[config.mk]
export PLATFORM = sky130hd
export DESIGN_NAME = mdu_iterative_flat
export DESIGN_NICKNAME = d
export VERILOG_FILES = /design/src/rtl/mdu_iterative_if.sv /design/src/rtl/mdu_iterative.sv /design/src/flat_wrapper.sv
export SDC_FILE = /design/constraint.sdc
export NUM_CORES = 2
export LEC_CHECK = 0
export ABC_CLOCK_PERIOD_IN_PS = 10200
export CAP_MARGIN = 20
export CORE_MARGIN = 1
export CORE_UTILIZATION = 65
export DETAILED_ROUTE_END_ITERATION = 16
export GPL_TIMING_DRIVEN = 1
export PLACE_DENSITY = 0.87
export SYNTH_ARGS = -nofsm -noshare
export SYNTH_HDL_FRONTEND = slang
export SYNTH_SLANG_ARGS = --single-unit
[constraint.sdc]
create_clock -name clk -period 10.2 [get_ports clk]
set_clock_uncertainty 0.05 [all_clocks]
set_input_delay 2.04 -clock clk [delete_from_list [all_inputs] [get_ports clk]]
set_output_delay 2.04 -clock clk [all_outputs]
set_load 0.005 [all_outputs]
[src/rtl/mdu_iterative_if.sv]
// Request/response bundle between the EX stage and the iterative multiply/divide unit.
interface mdu_iterative_if #(
  parameter int DATA_WIDTH = 32
);
  logic                      start;
  logic [1:0]                op;
  logic [DATA_WIDTH-1:0]     operand_1;
  logic [DATA_WIDTH-1:0]     operand_2;
  logic                      cancel;
  logic                      busy;
  logic                      done;
  logic [2*DATA_WIDTH-1:0]   result;

  modport master (
    output start, op, operand_1, operand_2, cancel,
    input  busy, done, result
  );

  modport slave (
    input  start, op, operand_1, operand_2, cancel,
    output busy, done, result
  );
endinterface

[src/rtl/mdu_iterative.sv]
// Multi-cycle multiply/divide unit for the EX stage HI/LO path.
// op: 00 MULT, 01 MULTU, 10 DIV, 11 DIVU. result = {HI, LO}.
// Multiply is held for MUL_CYCLES edges; divide is restoring radix-2 with a
// final sign fix-up cycle. Divide by zero gives LO=all ones, HI=dividend.
// Optional macro MDU_EARLY_OUT_EN: divides with |dividend| < |divisor|
// finish after one edge with LO=0, HI=dividend.
module mdu_iterative #(
  parameter int DATA_WIDTH = 32,
  parameter int MUL_CYCLES = 2
) (
  input  logic           clk,
  input  logic           rst,
  mdu_iterative_if.slave bus
);
  localparam int W  = DATA_WIDTH;
  localparam int CW = $clog2(W + 1);
  localparam int MW = (MUL_CYCLES > 1) ? $clog2(MUL_CYCLES) : 1;

  typedef enum logic [1:0] {S_IDLE, S_MUL, S_DIV, S_DONE} state_t;

  state_t          state_q, state_d;
  logic [W-1:0]    a_q, a_d;
  logic [W-1:0]    b_q, b_d;
  logic            msgn_q, msgn_d;
  logic [W-1:0]    dmag_q, dmag_d;
  logic [W-1:0]    rem_q, rem_d;
  logic [W-1:0]    quot_q, quot_d;
  logic            qneg_q, qneg_d;
  logic            rneg_q, rneg_d;
  logic            dz_q, dz_d;
  logic [CW-1:0]   cnt_q, cnt_d;
  logic [MW-1:0]   mcnt_q, mcnt_d;
  logic [2*W-1:0]  result_q, result_d;

  logic            sgn_in, a_neg_in, b_neg_in, dz_in;
  logic [W-1:0]    amag_in, bmag_in;
  logic [2*W-1:0]  ext_a, ext_b, prod;
  logic [W:0]      shifted, diff;
  logic [W-1:0]    q_fix, r_fix;

  // Operand preparation, product, one restoring step and the sign fix-up.
  always_comb begin
    sgn_in   = ~bus.op[0];
    a_neg_in = sgn_in & bus.operand_1[W-1];
    b_neg_in = sgn_in & bus.operand_2[W-1];
    amag_in  = a_neg_in ? -bus.operand_1 : bus.operand_1;
    bmag_in  = b_neg_in ? -bus.operand_2 : bus.operand_2;
    dz_in    = (bus.operand_2 == '0);

    ext_a = {{W{msgn_q & a_q[W-1]}}, a_q};
    ext_b = {{W{msgn_q & b_q[W-1]}}, b_q};
    prod  = ext_a * ext_b;

    // Remainder is kept one bit wider during the trial subtract so the shifted
    // value never overflows for large unsigned divisors.
    shifted = {rem_q, quot_q[W-1]};
    diff    = shifted - {1'b0, dmag_q};

    q_fix = qneg_q ? -quot_q : quot_q;
    r_fix = rneg_q ? -rem_q  : rem_q;
  end

  // Next-state and datapath updates; cancel overrides everything else.
  always_comb begin
    state_d  = state_q;
    a_d      = a_q;
    b_d      = b_q;
    msgn_d   = msgn_q;
    dmag_d   = dmag_q;
    rem_d    = rem_q;
    quot_d   = quot_q;
    qneg_d   = qneg_q;
    rneg_d   = rneg_q;
    dz_d     = dz_q;
    cnt_d    = cnt_q;
    mcnt_d   = mcnt_q;
    result_d = result_q;

    if (bus.cancel) begin
      state_d = S_IDLE;
    end else begin
      case (state_q)
        S_IDLE, S_DONE: begin
          if (bus.start) begin
            a_d    = bus.operand_1;
            b_d    = bus.operand_2;
            msgn_d = sgn_in;
            if (!bus.op[1]) begin
              state_d = S_MUL;
              mcnt_d  = MW'(MUL_CYCLES - 1);
            end else begin
              state_d = S_DIV;
              dmag_d  = bmag_in;
              qneg_d  = a_neg_in ^ b_neg_in;
              rneg_d  = a_neg_in;
              dz_d    = dz_in;
              rem_d   = '0;
              quot_d  = amag_in;
              cnt_d   = dz_in ? '0 : CW'(W);
`ifdef MDU_EARLY_OUT_EN
              // Quotient is zero: load the remainder directly and skip the loop.
              if (!dz_in && (amag_in < bmag_in)) begin
                cnt_d  = '0;
                rem_d  = amag_in;
                quot_d = '0;
              end
`endif
            end
          end
        end
        S_MUL: begin
          if (mcnt_q == '0) begin
            result_d = prod;
            state_d  = S_DONE;
          end else begin
            mcnt_d = mcnt_q - 1'b1;
          end
        end
        S_DIV: begin
          if (cnt_q != '0) begin
            cnt_d = cnt_q - 1'b1;
            if (!diff[W]) begin
              rem_d  = diff[W-1:0];
              quot_d = {quot_q[W-2:0], 1'b1};
            end else begin
              rem_d  = shifted[W-1:0];
              quot_d = {quot_q[W-2:0], 1'b0};
            end
          end else begin
            result_d = dz_q ? {a_q, {W{1'b1}}} : {r_fix, q_fix};
            state_d  = S_DONE;
          end
        end
        default: state_d = S_IDLE;
      endcase
    end
  end

  // State register.
  always_ff @(posedge clk or negedge rst) begin
    if (!rst) state_q <= S_IDLE;
    else      state_q <= state_d;
  end

  // Datapath registers.
  always_ff @(posedge clk or negedge rst) begin
    if (!rst) begin
      a_q      <= '0;
      b_q      <= '0;
      msgn_q   <= 1'b0;
      dmag_q   <= '0;
      rem_q    <= '0;
      quot_q   <= '0;
      qneg_q   <= 1'b0;
      rneg_q   <= 1'b0;
      dz_q     <= 1'b0;
      cnt_q    <= '0;
      mcnt_q   <= '0;
      result_q <= '0;
    end else begin
      a_q      <= a_d;
      b_q      <= b_d;
      msgn_q   <= msgn_d;
      dmag_q   <= dmag_d;
      rem_q    <= rem_d;
      quot_q   <= quot_d;
      qneg_q   <= qneg_d;
      rneg_q   <= rneg_d;
      dz_q     <= dz_d;
      cnt_q    <= cnt_d;
      mcnt_q   <= mcnt_d;
      result_q <= result_d;
    end
  end

  assign bus.busy   = (state_q == S_MUL) || (state_q == S_DIV);
  assign bus.done   = (state_q == S_DONE);
  assign bus.result = result_q;
endmodule

[src/flat_wrapper.sv]
// flat-port wrapper written by rule: the top's interface ports become plain ports
module mdu_iterative_flat 
#(
  parameter int DATA_WIDTH = 32,
  parameter int MUL_CYCLES = 2
)
  (clk, rst, bus_start, bus_op, bus_operand_1, bus_operand_2, bus_cancel, bus_busy, bus_done, bus_result);
  mdu_iterative_if #(.DATA_WIDTH(DATA_WIDTH)) bus_i ();
  input  logic clk;
  input  logic rst;
  input wire logic [$bits(bus_i.start)-1:0] bus_start;
  input wire logic [$bits(bus_i.op)-1:0] bus_op;
  input wire logic [$bits(bus_i.operand_1)-1:0] bus_operand_1;
  input wire logic [$bits(bus_i.operand_2)-1:0] bus_operand_2;
  input wire logic [$bits(bus_i.cancel)-1:0] bus_cancel;
  output wire logic [$bits(bus_i.busy)-1:0] bus_busy;
  output wire logic [$bits(bus_i.done)-1:0] bus_done;
  output wire logic [$bits(bus_i.result)-1:0] bus_result;
  assign bus_i.start = bus_start;
  assign bus_i.op = bus_op;
  assign bus_i.operand_1 = bus_operand_1;
  assign bus_i.operand_2 = bus_operand_2;
  assign bus_i.cancel = bus_cancel;
  assign bus_busy = bus_i.busy;
  assign bus_done = bus_i.done;
  assign bus_result = bus_i.result;
  mdu_iterative #(.DATA_WIDTH(DATA_WIDTH), .MUL_CYCLES(MUL_CYCLES)) u_core (.clk(clk), .rst(rst), .bus(bus_i));
endmodule
==> impl_table.tex <==
\begin{tabular}{lr}
\hline
Metric & Value \\
\hline
\multicolumn{2}{l}{\textbf{Setup path}} \\
Crit path kind & flip-flop to flip-flop \\
Critical path capture point type & flip-flop \\
CP Launch Point & u\_core.a\_q[26] \\
Required time of the critical path & about 11000 ps \\
Worst path max stage delay & 950 ps \\
Top delay family on crit path & adder cells \\
Max FO, Critical Path & 23 \\
Critical path buffers and inverters & 6 \\
Worst EP arrival & between 9000 and 10000 ps \\
Library cell appearing most often on the critical path & sky130\_fd\_sc\_hd\_\_fa\_1 \\
Worst-path cell with the longest stage delay & sky130\_fd\_sc\_hd\_\_dfrtp\_1 \\
Startpoint types & flip-flop \\
Worst flop-to-flop path startpoint & u\_core.a\_q[26] \\
\multicolumn{2}{l}{\textbf{Place}} \\
Post-detail-place hpwl & approximately 120000 um \\
Number of buffers added on ports & about 140 \\
Post-place instance area & around 55000 sq um \\
Final Wtd Congestion & around 0.99 \\
\multicolumn{2}{l}{\textbf{Layout}} \\
Footprint of the multi-input gates & $\sim$41000 sq um \\
Proportion of layout cells with a drive suffix above 1 & about 4.3\% \\
Number of filler cells placed in the layout & 5558 \\
Commonest non-fill, non-tap cells in the layout & sky130\_fd\_sc\_hd\_\_inv\_1 (1180), sky130\_fd\_sc\_hd\_\_fa\_1 (1126), sky130\_fd\_sc\_hd\_\_nand2\_1 (1002), sky130\_fd\_sc\_hd\_\_and2\_1 (354), sky130\_fd\_sc\_hd\_\_ha\_1 (252) \\
Synth-to-layout area growth & 6.05\% \\
Sequential cell area & slightly below 6000 sq um \\
Number of nets in the final layout & around 7200 \\
Post-Route Utilization & approximately 70\% \\
Post-route standard cell area excluding fillers & approximately 56000 sq um \\
Most common library cell in the layout ignoring fill and taps & sky130\_fd\_sc\_hd\_\_inv\_1 \\
\multicolumn{2}{l}{\textbf{Flow run}} \\
Number of max-capacitance violations reported & 0 \\
\multicolumn{2}{l}{\textbf{STA}} \\
Headroom to the max-slew limit & roughly 29\% \\
Final setup violation count & 0 \\
Setup Total Neg Slack & 0 ps \\
Final count of hold timing violations & 0 \\
Period minus WS final & about 9100 ps \\
Slew at the pin closest to its max-slew limit & roughly 1100 ps \\
Period utilization & between 80\% and 90\% \\
Count of pins over their slew limit & 0 \\
F\_max & between 100 and 150 MHz \\
Unrepaired setup endpoints after global routing & no \\
Minimum hold slack & roughly 430 ps \\
\multicolumn{2}{l}{\textbf{Synthesis}} \\
Post-synth EDFFs & 0 \\
Most common flop cell mapped by yosys & sky130\_fd\_sc\_hd\_\_dfrtp\_1 \\
Number of flip-flops and latches in the synthesized netlist & between 200 and 250 \\
Xor/xnor share of the synthesized area & approximately 3.7\% \\
Simple-gate area share of the yosys netlist & between 10\% and 20\% \\
Count of cell types in the netlist & 78 \\
Proportion of synthesized area in mux cells & between 1.5 and 2\% \\
YS warnings & 0 \\
Dominant combinational cell family by area after synthesis & adder cells \\
Net count after synthesis & 7342 \\
Synthesized instance count & around 5900 \\
Post-synthesis sequential area ratio & around 11\% \\
Adder-cell area share of the yosys netlist & roughly half \\
Average size of a mapped cell & 8.92 sq um \\
Synthesized-area fraction occupied by ao, oa, aoi and oai cells & under 10\% \\
Post-synthesis instance area & 52600 sq um \\
Fraction of registers with async set/reset & 100\% \\
\multicolumn{2}{l}{\textbf{CTS}} \\
Quantity of gates resized following cts & 0 \\
Total number of H-tree levels & 1 \\
TritonCTS clock tree & yes \\
Post-CTS repair timing setup buffer count & 0 \\
Clock net sink count & roughly 240 \\
CTS Buf Count & 28 \\
Worst-skew pair later-pin latency & 590 ps \\
Clock edge transition at the registers on the reported setup and hold paths & 60 ps \\
Total of hold buffers inserted after clock tree synthesis & 0 \\
Buffers from clock root to sink, at most & 3 \\
Clock tree root driver cell & sky130\_fd\_sc\_hd\_\_clkbuf\_16 \\
\multicolumn{2}{l}{\textbf{GRT}} \\
Total global routing overflow & 0 \\
Pin count of the biggest net entering global routing & approximately 100 \\
Number of antenna violations at the first check in global routing & 8 \\
Global-route wire length before repair & $\sim$240000 um \\
Tot GR Track Use & 37.6\% \\
Number of global-route vias before repair & approximately 45000 \\
\multicolumn{2}{l}{\textbf{Floorplanning}} \\
Vert. Die Dim & 286 um \\
Number of rows created at floorplan & 103 \\
Number of top-level pins & $\sim$140 \\
Area enclosed by the die boundary & 82000 sq um \\
Die span in x & 286 um \\
Starting utilization of the core area & between 60\% and 70\% \\
Area of the placeable core & just under 80000 sq um \\
\multicolumn{2}{l}{\textbf{Drt}} \\
Count of routing violations after the opening detailed-route iteration & around 4300 \\
Wire length per cell after detailed routing & between 20 and 25 um \\
Count of unresolved DRC violations after routing & 0 \\
Vias after detailed routing & about 42000 \\
Vias per std cell & 6.07 \\
ANT nets after route & 0 \\
Detailed Routing Iterations Pass 1 & 7 \\
Total wire length & 149000 um \\
\multicolumn{2}{l}{\textbf{Outcome}} \\
Outcome & finished clean \\
\multicolumn{2}{l}{\textbf{Worst hold path}} \\
Min-delay src & u\_core.bus.result[22] \\
Classification of the worst-slack hold path & flip-flop to flip-flop \\
\hline
\end{tabular}
==> final cells by class <==
type / count / share of cell area, %
flip-flops and latches: 237 / 10.6
well taps: 1050 / 2.36
inverters: 1180 / 7.94
clock buffers: 36 / 1.40
clock inverters: 13 / 0.316
repair buffers: 233 / 4.04
diodes: 3 / 0.0135
multi-input cells: 4106 / 73.3
==> logic make-up after synthesis <==
kind of cell               count (synthesis)
AOI/OAI and AO/OA                        701
xor gates and xnor gates                 220
adders and majority gates               1379
buffers and inverters                   1550
DFF                                      237
muxes                                     86
and+or+nand+nor                         1720
==> final timing paths <==
path | depth (start not counted) | endpoint | slack, ps
min reg2reg | 2 | u_core.bus.result[22] | 430
min in group asynchronous | 1 | u_core.bus.result[49] | 1470
max reg2reg | 27 | u_core.bus.result[62] | 1110
min | 2 | u_core.bus.result[22] | 430
max in group asynchronous | 2 | u_core.bus.result[31] | 7150
max | 27 | u_core.bus.result[62] | 1110
==> Yosys cell counts (23+ instances only) <==
master | count | area share [%]
sky130_fd_sc_hd__a21o_1 | 56 | 0.80
sky130_fd_sc_hd__a21oi_1 | 156 | 1.5
sky130_fd_sc_hd__and2_1 | 354 | 4.2
sky130_fd_sc_hd__and3_1 | 35 | 0.42
sky130_fd_sc_hd__clkbuf_1 | 351 | 2.5
sky130_fd_sc_hd__dfrtp_1 | 237 | 11
sky130_fd_sc_hd__fa_1 | 1126 | 43
sky130_fd_sc_hd__ha_1 | 253 | 6.0
sky130_fd_sc_hd__inv_1 | 1180 | 8.4
sky130_fd_sc_hd__mux2_2 | 58 | 1.2
sky130_fd_sc_hd__mux2i_1 | 27 | 0.51
sky130_fd_sc_hd__nand2_1 | 1004 | 7.2
sky130_fd_sc_hd__nand3_1 | 30 | 0.29
sky130_fd_sc_hd__nand4_1 | 23 | 0.27
sky130_fd_sc_hd__nor2_1 | 132 | 0.94
sky130_fd_sc_hd__nor3_1 | 31 | 0.30
sky130_fd_sc_hd__o21a_1 | 23 | 0.33
sky130_fd_sc_hd__o21ai_0 | 240 | 2.3
sky130_fd_sc_hd__o21ai_1 | 34 | 0.32
sky130_fd_sc_hd__o22ai_1 | 34 | 0.40
sky130_fd_sc_hd__o31ai_1 | 25 | 0.36
sky130_fd_sc_hd__xnor2_1 | 127 | 2.1
sky130_fd_sc_hd__xor2_1 | 93 | 1.5
==> per-layer routing <==
metal	share of wire (%)	vias up	global-route usage [%]
met2	48	2578	61.4
met5	0.025	-	0
met3	9.9	796	6.93
met1	33	20700	44.6
li1	-	17500	-
met4	8.8	6	28.0
==> worst min-delay path, stage by stage (launching register included) <==
cell and delay [ps]:
sky130_fd_sc_hd__dfrtp_1 340, sky130_fd_sc_hd__nand2_1 40, sky130_fd_sc_hd__o21ai_0 60
==> flip-flops by register name, indices dropped and copies added (netlist names) <==
name	count
u_core.bus.result	64
u_core.a_q	32
u_core.b_q	32
u_core.dmag_q	32
u_core.quot_q	32
u_core.rem_q	32
u_core.cnt_q	6
u_core.state_q	2
u_core.dz_q	1
u_core.mcnt_q	1
u_core.msgn_q	1
u_core.qneg_q	1
u_core.rneg_q	1
==> metrics by stage <==
step	setup slack [ps]	instances
2_1_floorplan	2190	5893
3_3_place_gp	1490	6799
3_5_place_dp	1350	6799
4_1_cts	1290	6848
5_1_grt	747	6855
6_report	1110	6858
Power is not shown: default switching activity piles up to over one toggle a cycle in this logic, so the estimate is an artifact.
